<file path="src/rtl/axis_image_vip_pkg.sv">
// -----------------------------------------------------------------------------
// axis_image_vip_pkg
// Shared definitions for the AXI-Stream skid pipeline:
//   - legal ranges for payload width and stage count
//   - slot_ctl_t: sideband/valid portion of one stage slot {last, user, valid}
//   - params_ok(): elaboration-time legality check for the top parameters
// No ports (package).
// -----------------------------------------------------------------------------
package axis_image_vip_pkg;

   localparam int MIN_DATA_BYTES = 1;
   localparam int MAX_DATA_BYTES = 64;
   localparam int MIN_STAGES     = 1;
   localparam int MAX_STAGES     = 16;

   // The payload width is a module parameter, so the full slot type is built
   // inside the stage as {data, slot_ctl_t}; this is the width-independent part.
   typedef struct packed {
      logic last;
      logic user;
      logic valid;
   } slot_ctl_t;

   localparam slot_ctl_t SLOT_CTL_EMPTY = '{last: 1'b0, user: 1'b0, valid: 1'b0};

   function automatic logic params_ok(input int data_bytes, input int stages);
      return (data_bytes >= MIN_DATA_BYTES) && (data_bytes <= MAX_DATA_BYTES) &&
             (stages >= MIN_STAGES) && (stages <= MAX_STAGES);
   endfunction

endpackage

</file>
<file path="src/rtl/axis_skid_stage.sv">
// -----------------------------------------------------------------------------
// axis_skid_stage
// One register stage with a main slot and a skid slot. The upstream ready is
// a flop equal to NOT(skid valid), so there is no combinational path from
// out_ready_i to in_ready_o.
// Ports:
//   clk_i, rstn_i                    clock, async active-low reset
//   in_data_i/valid_i/last_i/user_i  upstream beat
//   in_ready_o                       upstream ready (registered)
//   out_data_o/valid_o/last_o/user_o downstream beat (main slot)
//   out_ready_i                      downstream ready
// -----------------------------------------------------------------------------
module axis_skid_stage
   import axis_image_vip_pkg::*;
#(
   parameter int DATA_BITS = 8
) (
   input  logic                 clk_i,
   input  logic                 rstn_i,
   input  logic [DATA_BITS-1:0] in_data_i,
   input  logic                 in_valid_i,
   input  logic                 in_last_i,
   input  logic                 in_user_i,
   output logic                 in_ready_o,
   output logic [DATA_BITS-1:0] out_data_o,
   output logic                 out_valid_o,
   output logic                 out_last_o,
   output logic                 out_user_o,
   input  logic                 out_ready_i
);

   typedef struct packed {
      logic [DATA_BITS-1:0] data;
      slot_ctl_t            ctl;
   } slot_t;

   localparam slot_t SLOT_EMPTY = '{data: {DATA_BITS{1'b0}}, ctl: SLOT_CTL_EMPTY};

   slot_t main_q, main_d;
   slot_t skid_q, skid_d;
   slot_t in_slot_s;
   logic  ready_q, ready_d;
   logic  accept_s, emit_s;

   assign accept_s = in_valid_i & ready_q;
   assign emit_s   = main_q.ctl.valid & out_ready_i;

   // Wrap the incoming beat as a filled slot.
   always_comb begin
      in_slot_s.data      = in_data_i;
      in_slot_s.ctl.last  = in_last_i;
      in_slot_s.ctl.user  = in_user_i;
      in_slot_s.ctl.valid = 1'b1;
   end

   // Slot next-state: ready_q == !skid valid, so accept never coincides with a full skid.
   always_comb begin
      main_d = main_q;
      skid_d = skid_q;
      if (skid_q.ctl.valid) begin
         if (emit_s) begin
            // Main leaves downstream; skid refills main on the same edge.
            main_d           = skid_q;
            skid_d.ctl.valid = 1'b0;
         end else begin
            main_d = main_q;
         end
      end else if (accept_s) begin
         if (!main_q.ctl.valid || emit_s) begin
            main_d = in_slot_s;
         end else begin
            skid_d = in_slot_s;
         end
      end else if (emit_s) begin
         main_d.ctl.valid = 1'b0;
      end else begin
         main_d = main_q;
      end
      ready_d = ~skid_d.ctl.valid;
   end

   // Slot and ready registers; ready stays low in reset and rises on the first edge after.
   always_ff @(posedge clk_i or negedge rstn_i) begin
      if (!rstn_i) begin
         main_q  <= SLOT_EMPTY;
         skid_q  <= SLOT_EMPTY;
         ready_q <= 1'b0;
      end else begin
         main_q  <= main_d;
         skid_q  <= skid_d;
         ready_q <= ready_d;
      end
   end

   assign in_ready_o  = ready_q;
   assign out_data_o  = main_q.data;
   assign out_valid_o = main_q.ctl.valid;
   assign out_last_o  = main_q.ctl.last;
   assign out_user_o  = main_q.ctl.user;

endmodule

</file>
<file path="src/rtl/axis_pipe_skid.sv">
// -----------------------------------------------------------------------------
// axis_pipe_skid
// AXI-Stream register pipeline of PIPELINE_STAGES skid stages with a
// registered occupancy count (0..2*PIPELINE_STAGES).
// Ports:
//   clk_i, rstn_i                         clock, async active-low reset
//   axis_s_data_i/valid_i/last_i/user_i   slave beat in
//   axis_s_ready_o                        slave ready (registered)
//   axis_m_data_o/valid_o/last_o/user_o   master beat out
//   axis_m_ready_i                        downstream ready
//   occupancy_o                           beats currently held
// -----------------------------------------------------------------------------
`ifndef SOURCE_BYTES
`define SOURCE_BYTES 3
`endif

module axis_pipe_skid
   import axis_image_vip_pkg::*;
#(
   parameter int DATA_BYTES      = `SOURCE_BYTES,
   parameter int DATA_BITS       = DATA_BYTES * 8,
   parameter int PIPELINE_STAGES = 2,
   parameter int OCC_BITS        = $clog2(2 * PIPELINE_STAGES + 1)
) (
   input  logic                 clk_i,
   input  logic                 rstn_i,
   input  logic [DATA_BITS-1:0] axis_s_data_i,
   input  logic                 axis_s_valid_i,
   output logic                 axis_s_ready_o,
   input  logic                 axis_s_last_i,
   input  logic                 axis_s_user_i,
   output logic [DATA_BITS-1:0] axis_m_data_o,
   output logic                 axis_m_valid_o,
   input  logic                 axis_m_ready_i,
   output logic                 axis_m_last_o,
   output logic                 axis_m_user_o,
   output logic [OCC_BITS-1:0]  occupancy_o
);

   if (!params_ok(DATA_BYTES, PIPELINE_STAGES) || (DATA_BITS != DATA_BYTES * 8)) begin : g_bad_params
      $error("axis_pipe_skid: DATA_BYTES/PIPELINE_STAGES out of range or DATA_BITS overridden");
   end

   // Link k feeds stage k; link PIPELINE_STAGES is the master port.
   logic [DATA_BITS-1:0]     link_data_s [PIPELINE_STAGES+1];
   logic [PIPELINE_STAGES:0] link_valid_s;
   logic [PIPELINE_STAGES:0] link_last_s;
   logic [PIPELINE_STAGES:0] link_user_s;
   logic [PIPELINE_STAGES:0] link_ready_s;

   assign link_data_s[0]                = axis_s_data_i;
   assign link_valid_s[0]               = axis_s_valid_i;
   assign link_last_s[0]                = axis_s_last_i;
   assign link_user_s[0]                = axis_s_user_i;
   assign link_ready_s[PIPELINE_STAGES] = axis_m_ready_i;

   for (genvar k = 0; k < PIPELINE_STAGES; k++) begin : g_stage
      axis_skid_stage #(
         .DATA_BITS (DATA_BITS)
      ) u_stage (
         .clk_i       (clk_i),
         .rstn_i      (rstn_i),
         .in_data_i   (link_data_s[k]),
         .in_valid_i  (link_valid_s[k]),
         .in_last_i   (link_last_s[k]),
         .in_user_i   (link_user_s[k]),
         .in_ready_o  (link_ready_s[k]),
         .out_data_o  (link_data_s[k+1]),
         .out_valid_o (link_valid_s[k+1]),
         .out_last_o  (link_last_s[k+1]),
         .out_user_o  (link_user_s[k+1]),
         .out_ready_i (link_ready_s[k+1])
      );
   end

   assign axis_s_ready_o = link_ready_s[0];
   assign axis_m_data_o  = link_data_s[PIPELINE_STAGES];
   assign axis_m_valid_o = link_valid_s[PIPELINE_STAGES];
   assign axis_m_last_o  = link_last_s[PIPELINE_STAGES];
   assign axis_m_user_o  = link_user_s[PIPELINE_STAGES];

   logic                in_hs_s, out_hs_s;
   logic [OCC_BITS-1:0] occ_q, occ_d;

   assign in_hs_s  = axis_s_valid_i & axis_s_ready_o;
   assign out_hs_s = axis_m_valid_o & axis_m_ready_i;

   // Occupancy next-state: +1 per input beat, -1 per output beat.
   always_comb begin
      occ_d = occ_q;
      case ({in_hs_s, out_hs_s})
         2'b10:   occ_d = occ_q + OCC_BITS'(1);
         2'b01:   occ_d = occ_q - OCC_BITS'(1);
         default: occ_d = occ_q;
      endcase
   end

   // Occupancy register.
   always_ff @(posedge clk_i or negedge rstn_i) begin
      if (!rstn_i) begin
         occ_q <= {OCC_BITS{1'b0}};
      end else begin
         occ_q <= occ_d;
      end
   end

   assign occupancy_o = occ_q;

endmodule

</file>
<file path="config.mk">
export PLATFORM = sky130hd
export DESIGN_NAME = axis_pipe_skid
export DESIGN_NICKNAME = d
export VERILOG_FILES = /design/src/rtl/axis_image_vip_pkg.sv /design/src/rtl/axis_skid_stage.sv /design/src/rtl/axis_pipe_skid.sv
export SDC_FILE = /design/constraint.sdc
export NUM_CORES = 1
export LEC_CHECK = 0
export ABC_AREA = 1
export CAP_MARGIN = 10
export CORE_MARGIN = 2
export CORE_UTILIZATION = 56
export CTS_CLUSTER_DIAMETER = 50
export DETAILED_ROUTE_END_ITERATION = 16
export GPL_ROUTABILITY_DRIVEN = 0
export GPL_TIMING_DRIVEN = 0
export PLACE_DENSITY_LB_ADDON = 0.3
export SLEW_MARGIN = 30
export SYNTH_ARGS = -nofsm -noshare
export SYNTH_HDL_FRONTEND = slang
export SYNTH_SLANG_ARGS = --single-unit
</file>
<file path="constraint.sdc">
create_clock -name clk_i -period 2.15 [get_ports clk_i]
set_input_delay 0.43 -clock clk_i [delete_from_list [all_inputs] [get_ports clk_i]]
set_output_delay 0.43 -clock clk_i [all_outputs]
set_load 0.03 [all_outputs]
</file>
# Yosys cells after proc, flatten, opt, wreduce, memory -nomap -nowiden
# Index checks and enable logic that the tools add are counted.
# totals
reg_bits	113
latchBits	0
ram_bits	0
mem_bits_ro	0
in_bits	30
out_inout_bits	31
elab_cells	72
memories	0
# classes
addsub	2
n_mul	0
n_div	0
magnitude_cmp	0
n_eq_ne	6
shift	0
mux	19
bitwise	9
n_reduce_logical	17
# ops
cell	count
$mux 27	8
$reduce_and 3->1	6
$reduce_bool 2->1	7
$mux 1	10
$ne 3x1->1 const B	2
$not 1->1	6
$pmux 3 s2	1
$ne 2x2->1 const B	2
$add 3x1->3 const B	1
$and 1x1->1	3
$sub 3x1->3 const B	1
$eq 2x1->1 const B	1
$eq 2x2->1 const B	1
$logic_not 1->1	2
$logic_or 1x1->1	2

# Logic depth before layout (Yosys ltp)
# logic_depth
ltp_word	6
depth_mapped	12
mapped_depth_nobuf	10

# Modules after synthesis
# A second synthesis with hierarchy kept.
# unflattened
hier_cells	676
hier_area_um2	5545.3
# by_module_without_submodules
module	instances	cells_per_inst	area_per_inst_um2	seq_area_each_um2
axis_skid_stage	2	327	2680.1	1376.3
axis_pipe_skid	1	22	185.2	75.1

# Least setup slack after synthesis
# No wires, ideal clock.
# synth_path
kind	reg2reg
startpoint	register g_stage[0].u_stage.ready_q
endpoint	register occ_q[2], in the netlist occupancy_o[2]
setup_time_ns	0.118
arrival_time_ns	1.935
required_ns	2.032
setup_slack_ns	0.098
stages_incl_launch_ff	12
n_path_buf	3
synth_period_minus_slack_ns	2.052
cell_sequence	dfrtp_1 > buf_4 > nand2_2 > buf_2 > buf_2 > ha_1 > inv_1 > fa_1 > nand2_1 > nand3_1 > nand2_1 > nand2_1
# synth_between
elab_chain_cells	3
elab_cells_between_ends	5
classes_between	eq/ne: 2; mux: 1; bitwise: 1; reduce/logical: 1
# synth_lines
item	line_no	rtl
start, declared	axis_skid_stage.sv:42	logic ready_q, ready_d;
start signal, assigned	axis_skid_stage.sv:91	ready_q <= ready_d;
$and 1x1->1 (*)	axis_pipe_skid.sv:85	assign in_hs_s = axis_s_valid_i & axis_s_ready_o;
$eq 2x1->1 or $eq 2x2->1 (tied branches)	axis_pipe_skid.sv:91	case ({in_hs_s, out_hs_s})
$pmux 3 s2 or $reduce_bool 2->1 (tied branches)	--	
end signal, assigned	axis_pipe_skid.sv:101	occ_q <= {OCC_BITS{1'b0}};
end, declared	axis_pipe_skid.sv:83	logic [OCC_BITS-1:0] occ_q, occ_d;
# Every way passes the cells marked *; elsewhere a longest branch is shown, timed or not.
# A chain may end at the register's enable or synchronous reset.

# Worst setup path after layout
# layout_path
startpoint	register g_stage[1].u_stage.main_q, in the netlist g_stage[1].u_stage.out_valid_o
endpoint	output port axis_m_valid_o
# layout_rtl
item	line_no	rtl
start, declared	axis_skid_stage.sv:39	slot_t main_q, main_d;
start signal, assigned	axis_skid_stage.sv:89	main_q <= main_d;
end, declared	axis_pipe_skid.sv:33	output logic axis_m_valid_o,
# No word-level cell between the ends.

==> flow_metrics.py <==
metrics = {
    "setup_path": {
        "worstPathRequired_ns": 1.72,
        "critical_path_class": "register to output port",
        "start_kind": "register",
        "critPathCaptureType": "output port",
        "crit_fanout": 4,
        "critPathMaxStageDelay_ns": 0.69,
        "worst_ep_arrival_time_ns": 1.60,
        "cp_top_family": "buffers and inverters",
        "cpMaxStageDelayCell": "clkdlybuf4s50_1",
        "cp_cell_sequence": "clkdlybuf4s50_1",
        "worstPathBufferInverterCount": 1,
    },
    "die": {
        "coreArea_um2": 9153,
        "die_x_um": 100.7,
        "fp.dieH_um": 100.7,
        "io_pins": 61,
        "die-area_um2": 10140,
        "rows": 35,
        "start_util": 0.5724,
    },
    "global_route": {
        "antenna_found_initial": 0,
        "grtUsageTotal": 0.2509,
        "grt_max_degree": 65,
        "overflow": 0,
        "grt_pass1_vias": 4259,
        "grt_pass1_wl_mm": 19.76,
    },
    "timing": {
        "fmax_mhz": 492.5,
        "setup_viol": 0,
        "finalCritPeriodShare": 0.9443,
        "rsz0062_at_grt": "no",
        "hold_viol_final": 0,
        "min_period_ns": 2.030,
        "worst_hold_slack_ns": 0.2728,
        "relSlewSlack": 0.6857,
        "worst_clock_skew_ns": 0.01036,
        "tightest_slew_ns": 0.4714,
        "finalMaxSlewViolations": 0,
    },
    "synthesis": {
        "synth-seq-area-share": 0.5398,
        "synth_edf_count": 0,
        "synthFlopType": "dfrtp_1",
        "async_flop_share": 1.000,
        "synth_area_per_cell_um2": 7.938,
        "synth_seq_cells": 113,
        "synthesis.area_um2": 5239,
        "synthCells": 660,
        "syn_nets": 692,
        "synth.distinct_cells": 25,
        "yosysTopAreaCellShare": 0.5398,
        "yosys.area.top_type": "dfrtp_1",
        "synthMostInstantiatedCell": "nand2_1",
        "synthTopCellsByCount": "nand2_1, dfrtp_1, o21ai_0",
        "synth_area_leaders": "dfrtp_1, nand2_1, o21ai_0",
        "yosysWarnings": 0,
    },
    "layout": {
        "diodes": 0,
        "nets": 771,
        "drive_gt1_frac": 0.1104,
        "final_util": 0.7300,
        "syn_to_final_growth_pct": 27.54,
    },
    "power_and_ir_drop": {
        "p_per_area_nw_per_um2": 1650,
        "vdd_drop_max_v": 0.0008395,
        "leakagePower_nw": 3.365,
    },
    "min_path": {
        "min-delay-path-class": "primary input to register",
    },
    "drt": {
        "via_per_inst": 5.239,
        "wl_met3_um": 610,
        "met2_length_mm": 5.752,
        "vias": 4521,
        "drt-total-wl_mm": 11.90,
        "dr.pass1.iters": 5,
        "drtIter0Drc": 230,
        "ant_nets": 0,
        "top_layer_used": "met4",
        "met1_length_mm": 5.359,
        "drc": 0,
        "wire_per_inst_um": 13.78,
    },
    "placement": {
        "portBuffers": 59,
        "dpl.hpwl_mm": 7.968,
    },
    "cts": {
        "cts_tree": "built",
        "clk_latency_ns": 0.53,
        "cts.path.max_buffers": 2,
        "postCtsSetupBuffers": 0,
        "cts_sinks": 113,
        "cts_buffers": 17,
        "root_buffer": "clkbuf_8",
        "path_clk_slew_ns": 0.06,
        "htreeDepth": 4,
    },
    "run_status": {
        "status": "completed",
    },
    "job": {
        "cap_violations": 0,
    },
}
final cells by class:
class                           instances  area, µm²
Sequential cell                       113       2828
Fill cell                             662       2471
Multi-Input combinational cell        468       2027
Timing Repair Buffer                   61      629.4
Clock buffer                           23      476.7
Buffer                                 34      216.5
Clock inverter                          9      200.2
Inverter                               44      165.2
Tap cell                              111      138.9
flip-flops by register name, summed over array words and instances (netlist names):
| name | flops |
|---|---|
| g_stage.u_stage.out_user_o | 2 |
| g_stage.u_stage.skid_q | 54 |
| g_stage.u_stage.out_valid_o | 2 |
| g_stage.u_stage.out_last_o | 2 |
| g_stage.u_stage.in_ready_o | 2 |
| occupancy_o | 3 |
| g_stage.u_stage.out_data_o | 48 |
power breakdown:
part / internal [mW] / total (mW) / switching [mW]
clock network: 2.24 / 3.19 / 0.955
registers: 3.00 / 3.59 / 0.595
logic: 1.54 / 4.24 / 2.70
path summary, 6_finish.rpt:
path / slack [ns] / end / cells after the start / from
worst max-delay path: 0.12 / axis_m_valid_o / 1 / g_stage[1].u_stage.out_valid_o$_DFFE_PN0P_
min in group asynchronous: 0.43 / occupancy_o[0]$_DFFE_PN0P_ / 2 / rstn_i
worst min-delay path: 0.27 / g_stage[0].u_stage.skid_q[7]$_DFFE_PN0P_ / 3 / axis_s_valid_i
worst max register to register: 0.15 / occupancy_o[1]$_DFFE_PN0P_ / 7 / g_stage[0].u_stage.in_ready_o$_DFF_PN0_
worst min register to register: 0.47 / g_stage[0].u_stage.skid_q[25]$_DFFE_PN0P_ / 2 / g_stage[0].u_stage.skid_q[25]$_DFFE_PN0P_
max in group asynchronous: 1.06 / g_stage[1].u_stage.skid_q[7]$_DFFE_PN0P_ / 3 / rstn_i
layout by cell type (no fill, tap or decap):
cell             synthesis  final
clkbuf_16                0     16
inv_1                   38     38
buf_2                   19     17
clkinv_2                 0      1
clkdlybuf4s50_1          0     58
dlygate4sd3_1            0      1
nor2_4                   2      2
nand2_4                  2      2
nor2_8                   2      2
nand3_1                 19     19
o21ai_2                  1      1
buf_6                    5      6
clkinvlp_4               0      2
nand3_2                  2      2
nand4_1                  9      9
fa_1                     1      1
clkbuf_4                 0      1
nand2_2                  4      4
nor2_1                   3      3
inv_2                    6      6
o21ai_0                 44     44
xnor2_1                  1      1
dfrtp_1                113    113
o21ai_1                 34     34
a21oi_1                  1      1
buf_1                    1      1
clkbuf_1                 3      5
buf_16                   0      1
buf_4                    7      7
nand2_1                340    340
clkbuf_8                 0      5
bufinv_16                0      6
ha_1                     1      1
nor2_2                   2      2
stage by stage:
step / worst slack, ns / TNS (ns) / total power, mW / cell area, µm² / std cells
global placement: -3.497 / -394.32 / 7.598 / 5968 / 830
detailed placement: -0.03735 / -0.06485 / 7.780 / 5997 / 831
CTS: 0.07659 / 0 / 11.04 / 6679 / 863
global route: 0.04471 / 0 / 11.72 / 6681 / 863
finish: 0.1197 / 0 / 11.03 / 6681 / 863
floorplan: 0.09759 / 0 / 6.435 / 5239 / 660
timing repair:
| action | in CTS | in global routing |
|---|---|---|
| setup endpoints to repair | 2 | 1 |
| hold buffers | 1 | 0 |
| resized for setup | 0 | 1 |
| endpoints found under the hold margin | 49 | 0 |
| gates cloned | 0 | 0 |
metal layers:
layer / track usage / vias to the layer above
li1: - / 2218
met3: 0.06935 / 19
met5: 0 / -
met2: 0.3985 / 153
met4: 0.08430 / 0
met1: 0.3354 / 2131
cells by family after synthesis:
logic type	after synthesis	synth area share
compound gates	80	0.07714
simple gates	385	0.3019
buf+inv	79	0.07332
fa+ha+maj	2	0.006209
flops	113	0.5398
xor+xnor	1	0.001672
Note: power is estimated with default switching activity, not from simulation.
